File: src/rtl/arb_pkg.sv
// Shared types and helpers for the 8-requester fixed-priority arbiter.
package arb_pkg;
  localparam int N_REQ = 8;
  localparam int ID_W  = 3;

  typedef enum logic {ARB_IDLE, ARB_BUSY} arb_state_e;

  function automatic logic [N_REQ-1:0] onehot(input logic [ID_W-1:0] id);
    onehot     = '0;
    onehot[id] = 1'b1;
  endfunction
endpackage

File: src/rtl/prio_pick_8.sv
// 8-to-3 priority pick: highest set bit wins; all-zero input gives index 0, valid 0.
module prio_pick_8
  import arb_pkg::*;
(
  input  logic [N_REQ-1:0] vec,
  output logic [ID_W-1:0]  index,
  output logic             valid
);
  always_comb begin
    index = '0;
    valid = |vec;
    // Ascending scan so the last (highest) set bit overrides lower ones.
    for (int unsigned i = 0; i < N_REQ; i++) begin
      if (vec[i]) index = ID_W'(i);
    end
  end
endmodule

File: src/rtl/prio_arbiter_8.sv
// Fixed-priority 8-way arbiter with grant hold, zero-bubble hand-over and a
// hold limit that forces hand-over only when another requester is waiting.
module prio_arbiter_8
  import arb_pkg::*;
#(
  parameter  int MAX_HOLD = 16,
  localparam int CNT_W    = $clog2(MAX_HOLD)
) (
  input  logic             clk,
  input  logic             rst_n,
  input  logic             en,
  input  logic [N_REQ-1:0] req,
  output logic [N_REQ-1:0] gnt,
  output logic [ID_W-1:0]  gnt_id,
  output logic             gnt_vld,
  output logic             idle
);
  localparam logic [CNT_W-1:0] HOLD_LAST = CNT_W'(MAX_HOLD - 1);

  arb_state_e       state;
  logic [CNT_W-1:0] hcnt;
  logic [N_REQ-1:0] others;
  logic [ID_W-1:0]  all_id;
  logic [ID_W-1:0]  oth_id;
  logic             all_vld;
  logic             oth_vld;

  // gnt is already onehot(owner) while busy and zero otherwise.
  assign others = req & ~gnt;

  prio_pick_8 u_pick_all (
    .vec   (req),
    .index (all_id),
    .valid (all_vld)
  );

  prio_pick_8 u_pick_other (
    .vec   (others),
    .index (oth_id),
    .valid (oth_vld)
  );

  always_ff @(posedge clk) begin
    if (!rst_n) begin
      state   <= ARB_IDLE;
      gnt     <= '0;
      gnt_id  <= '0;
      gnt_vld <= 1'b0;
      idle    <= 1'b0;
      hcnt    <= '0;
    end else begin
      idle <= en & ~|req;
      case (state)
        ARB_IDLE: begin
          if (en && all_vld) begin
            state   <= ARB_BUSY;
            gnt     <= onehot(all_id);
            gnt_id  <= all_id;
            gnt_vld <= 1'b1;
            hcnt    <= '0;
          end
        end
        ARB_BUSY: begin
          if (!en || (!req[gnt_id] && !all_vld)) begin
            state   <= ARB_IDLE;
            gnt     <= '0;
            gnt_id  <= '0;
            gnt_vld <= 1'b0;
            hcnt    <= '0;
          end else if (!req[gnt_id]) begin
            gnt    <= onehot(all_id);
            gnt_id <= all_id;
            hcnt   <= '0;
          end else if (hcnt == HOLD_LAST && oth_vld) begin
            gnt    <= onehot(oth_id);
            gnt_id <= oth_id;
            hcnt   <= '0;
          end else if (hcnt != HOLD_LAST) begin
            hcnt <= hcnt + CNT_W'(1);
          end
        end
        default: begin
          state   <= ARB_IDLE;
          gnt     <= '0;
          gnt_id  <= '0;
          gnt_vld <= 1'b0;
          hcnt    <= '0;
        end
      endcase
    end
  end
endmodule
File: config.mk
export PLATFORM = sky130hd
export DESIGN_NAME = prio_arbiter_8
export DESIGN_NICKNAME = d
export VERILOG_FILES = /design/src/rtl/arb_pkg.sv /design/src/rtl/prio_pick_8.sv /design/src/rtl/prio_arbiter_8.sv
export SDC_FILE = /design/constraint.sdc
export NUM_CORES = 1
export LEC_CHECK = 0
export CORE_ASPECT_RATIO = 0.75
export CORE_UTILIZATION = 58
export DETAILED_ROUTE_END_ITERATION = 10
export PLACE_DENSITY = 0.85
export SLEW_MARGIN = 0
export SYNTH_ARGS = -nofsm -noshare
export SYNTH_HDL_FRONTEND = slang
export SYNTH_HIERARCHICAL = 1
export SYNTH_SLANG_ARGS = --single-unit
File: constraint.sdc
create_clock -name clk -period 6.6 [get_ports clk]
set_input_delay 1.32 -clock clk [delete_from_list [all_inputs] [get_ports clk]]
set_output_delay 1.32 -clock clk [all_outputs]
set_load 0.1 [all_outputs]
Yosys cells after proc, flatten, opt, wreduce, memory -nomap -nowiden
Cells that the tools add are included.
- input bits: 11
- logic and storage cells: 78
- bits in registers: 18
- output and inout port bits: 13
- eq/ne operators: 6
- multiplexer cells: 42
- $add $sub $neg: 1
- bitwise logic cells: 4
- magnitude comparators: 5
- reduce and logical (&&, ||, !) cells: 14
- operators by type and width (cell ; count):
    $mux 3 ; 12
    $mux 8 ; 4
    $mux 4 ; 5
    $pmux 8 s2 ; 1
    $reduce_or 8->1 ; 2
    $lt 3x4->1 const B ; 3
    $mux 1 ; 9
    $and 8x8->8 ; 1
    $mux 2 ; 4
    $not 8->8 ; 1
    $pmux 4 s2 ; 1
    $demux 1 s3 ; 2
    $ge 3x1->1 const B ; 2
    $pmux 3 s2 ; 1
    $reduce_and 2->1 ; 3
    $logic_and 1x1->1 ; 5
    $ne 5x2->1 const B ; 1
    $add 4x1->4 const B ; 1
    $eq 4x4->1 const B ; 1
    $ne 4x2->1 const B ; 1
    $ne 4x4->1 const B ; 1
    $pmux 1 s2 ; 2
    $bmux 1 s3 ; 1
    $logic_not 1->1 ; 3
    5 further kinds ; 5

Logic depth before layout (Yosys ltp)
Gate-level depths: netlist (run 1).
- depth in word-level cells: 17
- mapped depth: 9
- depth with buffers taken out: 9

Hierarchy
The synthesis (run 1) kept the hierarchy.
- by module, submodules not included (module ; seq. area each (µm²) ; instances ; area each (µm²) ; cells each):
    prio_arbiter_8 ; 360.3 ; 1 ; 1400.1 ; 171
    prio_pick_8 ; 0.0 ; 2 ; 66.3 ; 12

Worst setup path after synthesis (run 1)
Ideal clock, no wire load.
- path type: input to register
- start point: input req[2]
- end point: register gnt[1]
- data arrival time: 3028 ps
- required time: 6540 ps
- setup slack: 3511 ps
- buffers on the path: 0
- library setup time: 60 ps
- stages: 9
- path through: nor2b_1 inv_1 a21oi_1 o31ai_2 inv_1 or3_1 or3_2 a21oi_1 o221a_2
- cells in the longest elaborated chain, start to end: 15
- elaborated cells between the ends (all ways): 41
- classes of those cells: 4 x order compare; 2 x eq/ne; 23 x mux; 1 x bitwise; 11 x reduce/logical
- ends and longest elaborated chain (item ; line ; text):
    from (decl) ; prio_arbiter_8.sv:12 ; input logic [N_REQ-1:0] req,
    $and 8x8->8 * ; prio_arbiter_8.sv:29 ; assign others = req & ~gnt;
    $mux 2 * (2 in series) ; prio_pick_8.sv:14 ; if (vec[i]) index = ID_W'(i);
    $mux 3 * (4 in series) ; prio_pick_8.sv:14 ;
    via oth_id[0] ; prio_arbiter_8.sv:24 ; logic [ID_W-1:0] oth_id;
    $lt 3x4->1 (not written as such) / $ge 3x1->1 (equally long branches) ; arb_pkg.sv:10 ; onehot[id] = 1'b1;
    $logic_and 1x1->1 (not written as such) ; arb_pkg.sv:10 ;
    $mux 1 (not written as such) ; arb_pkg.sv:10 ;
    $demux 1 s3 * ; arb_pkg.sv:10 ;
    $mux 8 * ; prio_arbiter_8.sv:74 ; end else if (hcnt == HOLD_LAST && oth_vld) begin
    $mux 8 * ; prio_arbiter_8.sv:70 ; end else if (!req[gnt_id]) begin
    $mux 8 * ; prio_arbiter_8.sv:64 ; if (!en || (!req[gnt_id] && !all_vld)) begin
    $pmux 8 s2 * ; prio_arbiter_8.sv:53 ; case (state)
    to (signal assigned) ; prio_arbiter_8.sv:57 ; gnt <= onehot(all_id);
    to (signal assigned) ; prio_arbiter_8.sv:71 ; gnt <= onehot(all_id);
    to (signal assigned) ; prio_arbiter_8.sv:75 ; gnt <= onehot(oth_id);
    to (decl) ; prio_arbiter_8.sv:13 ; output logic [N_REQ-1:0] gnt,
Mark *: on every way through the listed nets, which the timed path passes. The rest lies on a longest branch. The select of a mux whose other input is x is not followed.
A chain may end at the register's enable or synchronous reset.

Worst setup path in the final report (run 1)
- start point: input req[6]
- end point: register gnt[0]
- elaborated cells between the ends (all ways): 33
- classes of those cells: 4 x order compare; 2 x eq/ne; 15 x mux; 1 x bitwise; 11 x reduce/logical
- RTL lines (item ; line ; text):
    $reduce_or 8->1 * ; prio_pick_8.sv:11 ; valid = |vec;
    via all_vld ; prio_arbiter_8.sv:25 ; logic all_vld;
    $logic_not 1->1 ; prio_arbiter_8.sv:64 ;
    $logic_and 1x1->1 ; prio_arbiter_8.sv:64 ;
    $logic_or 1x1->1 ; prio_arbiter_8.sv:64 ;
    $ne 4x2->1 (no line) / $mux 8 (equally long branches) ; - ;
    $reduce_and 2->1 (no line) / $pmux 8 s2 (equally long branches) ; - ;
Marked as above.

==> results of run 1 <==
==> logic make-up after synthesis <==
family,after synthesis,share of synthesized area (%)
buffers and inverters,22,7.84
multiplexers,6,4.57
adder cells (fa/ha/maj),1,0.816
flip-flops,18,23.5
AND/OR/NAND/NOR,87,30.9
AO/OA/AOI/OAI,61,32.3
==> worst max-delay path by stage <==
| stage | to | depth (start not counted) |
|---|---|---|
| final | gnt[0] | 6 |
| after global routing | gnt[0] | 6 |
| after CTS | gnt[0] | 6 |
| after detailed placement | gnt[0] | 6 |
| after global placement | gnt[1] | 6 |
| after floorplan | gnt[1] | 9 |
==> sequential cells by signal, indices dropped and copies added, names as in the netlist <==
register,cells
gnt,8
hcnt,4
gnt_id,3
gnt_vld,1
idle,1
state,1
==> cell type report <==
type / instances / area, µm² / area share (%)
multi-input cells: 155 / 1050 / 59.7
flip-flops and latches: 18 / 360 / 20.4
repair buffers: 24 / 238 / 13.5
well taps: 34 / 42.5 / 2.41
clock buffers: 4 / 36.3 / 2.06
inverters: 9 / 33.8 / 1.92
==> per-layer routing <==
metal	vias to the layer above	global-route usage (%)	share of wire, %
met5	-	0	0
met4	0	10.7	1.8
met3	12	9.55	12
met2	99	43.9	41
met1	719	45.1	45
li1	767	-	-
==> synth_stat cells (4+ instances only) <==
cell and number:
o21ai_0 10, a21oi_1 15, inv_1 7, o221a_1 9, nand4_1 4, clkbuf_1 7
nor2_1 19, nand2_1 13, nor2b_1 11, mux2i_1 4, or4_1 5, a211o_1 6
nor4_1 5, nand3_1 8, dfxtp_1 18, nor3_1 6, nand2b_1 5, buf_6 4
==> report_power, final <==
group          internal, mW  switching (mW)  total, mW  leakage (nW)
sequential            0.116         0.00879      0.125         0.148
clock                0.0337          0.0391     0.0728        0.0210
combinational        0.0483           0.107      0.155         0.499
==> worst min-delay path: cells and delay by family (launching register included) <==
family / cells / cell delay, ps
and+or+nand+nor: 1 / 70
DFF: 1 / 350
AOI/OAI and AO/OA: 1 / 50
==> metrics by stage <==
stage	total power, mW	instances
floorplan	0.246	195
global placement	0.277	240
detailed placement	0.280	240
CTS	0.350	244
global route	0.366	244
finish	0.352	244
==> metrics.txt, run 1 <==
first-pass detailed-route iteration total 5; Yosys top cell area share 23.5%; post-synthesis area per instance 7.86 µm²; Slowest-stage cell, CP a21oi_1; antenna violations before repair 0; largest net degree at the start of global routing 19; pre-CTS setup slack 2490 ps; critical path type primary input to register; IO buf count 23; core area 2400 µm²; Cells after Synth 195; die area around 2900 µm²; Synth warnings 6; Hold Slack 509 ps; Yosys reg bits 18; Crit path max-delay family compound AO/OA/AOI/OAI gates; Util after Layout 73.4%; Startpoint Class primary input; Slew Limit Fails 0; largest cells by area after synthesis dfxtp_1 (24%), o221a_1 (6.6%), a21oi_1 (4.9%); syn nets 207; FFs w/ async S/R, synth 0%; post-synth top area cell dfxtp_1; reg-to-reg slack, setup 4170 ps; worst path arrival time 4130 ps; Worst-Margin Slew between 1000 and 1500 ps; Die Ht roughly 47 µm; Power Dens Cells 200 nW/µm²; period utilization 59.4%; Post-synth EDFFs 0; fin area 1760 µm²; R2R Path Start gnt_id[0]; Synth Cell Area 1530 µm²; Final GP Congestion slightly above 0.9; worst setup margin 2680 ps; CTS H-tree lvls 1; Worst IR Drop VDD 0.0000931 V; Setup violations, final 0; Routed WL around 4.1 mm; Reg clk slew, reported paths approximately 120 ps; Main synth FF type dfxtp_1; I/O Pins 24; status finished, final reports clean; WP buf/inv 1; Tightest Hold Check Type register to register; FMAX 255 MHz; DRC viols 0; min Tclk post-route 3920 ps; post-DP HPWL 3.09 mm; most common cell after layout, fill and taps aside clkdlybuf4s50_1; WP data required roughly 6800 ps; Longest Clk Path Bufs 2; Starting Density 63.8%; post-cts sizing count 0; DR WL/cell around 17 µm; vias 1,597; Reg-to-Reg End gnt[0]; total setup buffers inserted after CTS 0; max_cap viols 0; Worst-Skew Late Latency 310 ps; row count 15; GRT overflow 0; via/cell ratio 6.55; hold path endpoint hcnt[1]; 1st-iter DRT viols 125; Max-slew headroom 18.7%; vias in the first global route around 1,400; layout cells sized above 1 13.8%; RSZ-0062 raised after global routing false; clk root buf clkbuf_4; Yosys cell types 45; R2R depth 5; CTS tree yes; most frequent cells in the layout clkdlybuf4s50_1 (23), nor2_1 (19), dfxtp_1 (18); chip width 61.4 µm; global-route usage over all layers 31.4%; post-cts hold buffer count 0; crit-path max FO 17; crit-path max cell delay 1040 ps; Syn-to-layout area delta 15.0%; Setup Total Neg Slack 0 ps; Hold Path Depth 2; Fin Clk Skew 5.17 ps; register area share after synthesis 23.5%; CP endpoint kind register; placed cell area 1730 µm²; P_leak 0.668 nW; Num CTS Buffers 3; Final Hold Vio Count 0; HP Start hcnt[1]; antenna viol nets, final 0; fill count 208; worst path cell trace clkdlybuf4s50_1 > nor2_1 > nand4_1 > a21oi_1 > a21oi_2 > o221a_2; clk sinks 18; first-pass GRT wire length around 6.5 mm; ant diodes 0; Total Nets Final roughly 220; Critical Path Start req[6]
Note: power is estimated with default switching activity, not from simulation.
==> run 2: changes to the inputs <==
--- a/config.mk
+++ b/config.mk
@@ -6,9 +6,9 @@
 export NUM_CORES = 1
 export LEC_CHECK = 0
 export CORE_ASPECT_RATIO = 0.75
-export CORE_UTILIZATION = 58
+export CORE_UTILIZATION = 54
 export DETAILED_ROUTE_END_ITERATION = 10
-export PLACE_DENSITY = 0.85
+export PLACE_DENSITY = 0.8
 export SLEW_MARGIN = 0
 export SYNTH_ARGS = -nofsm -noshare
 export SYNTH_HDL_FRONTEND = slang
==> constraint.sdc (replaced) <==
create_clock -name clk -period 3.8 [get_ports clk]
set_input_delay 0.76 -clock clk [delete_from_list [all_inputs] [get_ports clk]]
set_output_delay 0.76 -clock clk [all_outputs]
set_load 0.1 [all_outputs]
==> run 2 against run 1 <==
Compared with the run above: design area rose by 1.7%; non-clock buffer count rose by 3; largest power group unchanged; via count barely moved; routed wire length barely moved; global-route usage fell by 3.3 points; worst hold slack improved by 6.4 ps; combinational power rose by 74%; power rose by 75%; worst setup slack got worse by 1900 ps; final cell count rose by 1.6%.
==> metrics.txt, run 2 (same netlist as run 1, synthesis figures left out) <==
Worst-Skew Late Latency 250 ps; Clock Power Share 21.3%; P_leak 0.683 nW; largest registers gnt: 8 flops, hcnt: 4 flops, gnt_id: 3 flops; I/O Pins 24; CTS H-tree lvls 1; status finished, final reports clean; internal power 0.357 mW; most common cell after layout, fill and taps aside clkdlybuf4s50_1; max_cap viols 0; antenna viol nets, final 0; clk sinks 18; post-cts sizing count 0; first-pass detailed-route iteration total 4; GRT overflow 0; routing usage on met2 a little under half; power share of the combinational group a little over two fifths; Final GP Congestion 0.879; vias approximately 1,600; FMAX 325 MHz; Num CTS Buffers 3; fill count 236; total power ~0.62 mW; core area 2640 µm²; Setup Total Neg Slack 0 ps; Reg power frac roughly a third; Worst-Margin Slew 978 ps; Starting Density between 50% and 60%; largest reg by FF count gnt; fin area 1790 µm²; vias in the first global route 1,336; Max-slew headroom 34.6%; placed cell area between 1500 and 2000 µm²; Cells after DPL roughly 250; period utilization 80.9%; grt met3 use 6.31%; Startpoint Class primary input; Longest Clk Path Bufs 2; switching share of power 42.3%; Tightest Hold Check Type register to register; most frequent cells in the layout clkdlybuf4s50_1 (23), nor2_1 (19), dfxtp_1 (18); die area 3060 µm²; min Tclk post-route ~3100 ps; CTS tree yes; Routed WL approximately 4.1 mm; met1 usage 39.1%; layout cells sized above 1 14.6%; antenna violations before repair 0; Total Nets Final 226; Layout Cells excl Fill 248; RSZ-0062 raised after global routing false; via/cell ratio 6.44; total setup buffers inserted after CTS 0; ant diodes 0; max FFs per register 8; global-route usage over all layers 28.1%; post-DP HPWL 3.04 mm; Power Dens Cells 345 nW/µm²; first-pass GRT wire length 6.53 mm; crit-path max FO 5; Net Switching 0.261 mW; DRC viols 0; chip width 63.5 µm; largest net degree at the start of global routing 19; DR WL/cell roughly 17 µm; post-cts hold buffer count 0; row count 16; WP data required 4000 ps; Reg clk slew, reported paths ~70 ps; CP endpoint kind register; Setup violations, final 0; grt peak-use layer met2; IO buf count 23; Fin Clk Skew between 0.9 and 1 ps; 1st-iter DRT viols 110; Worst IR Drop VDD 0.000150 V; Final Hold Vio Count 0; Syn-to-layout area delta 17.0%; Die Ht 48.1 µm; critical path type primary input to register; clk root buf clkbuf_8; Slew Limit Fails 0; worst path arrival time 3270 ps
## run 2: cell types whose count changed in the layout (fill, tap and decap cells not counted)
cell and delta:
buf_4 +3, clkbuf_4 -3, clkbuf_8 +2
## run 2: path summary, 6_finish.rpt
kind,startpoint,end,slack (ps),cells past startpoint
worst min register to register,gnt_vld,gnt_vld,520,2
worst min-delay path,gnt_vld,gnt_vld,520,2
worst max-delay path,req[1],gnt[1],730,9
worst max register to register,gnt_id[0],gnt[0],1410,5
## run 2: metrics by stage
stage	worst slack (ps)	hold slack [ps]	util, %
after detailed placement	507	506	66.3
after global placement	535	490	66.3
final	727	515	67.9
after CTS	748	516	67.9
after global routing	557	549	67.9
after floorplan	1070	473	-
## run 2: layout make-up
type | instances | area [µm²] | share of cell area [%]
multi-input cells | 155 | 1050 | 58.7
inverters | 9 | 33.8 | 1.88
well taps | 36 | 45.0 | 2.51
repair buffers | 27 | 260 | 14.5
flip-flops and latches | 18 | 360 | 20.1
clock buffers | 3 | 41.3 | 2.30
## run 2: critical path: stages
cell and delay, ps:
clkdlybuf4s50_1 540, nor2b_1 200, a21oi_1 100, o31ai_2 370
inv_1 170, or3_1 380, or3_2 410, a21oi_1 150
o221a_2 200
## run 2: power by group through the flow
stage,registers (mW),clock network (mW),logic [mW]
after floorplan,0.298,0,0.129
after CTS,0.218,0.134,0.266
after global placement,0.221,0,0.260
after global routing,0.220,0.146,0.284
after detailed placement,0.222,0,0.265
final,0.218,0.132,0.269
## run 2: per-layer routing
| layer | routed length (µm) | vias up |
|---|---|---|
| met4 | 8 | 0 |
| li1 | - | 773 |
| met5 | 0 | - |
| met3 | 447 | 2 |
| met2 | 1810 | 98 |
| met1 | 1850 | 725 |
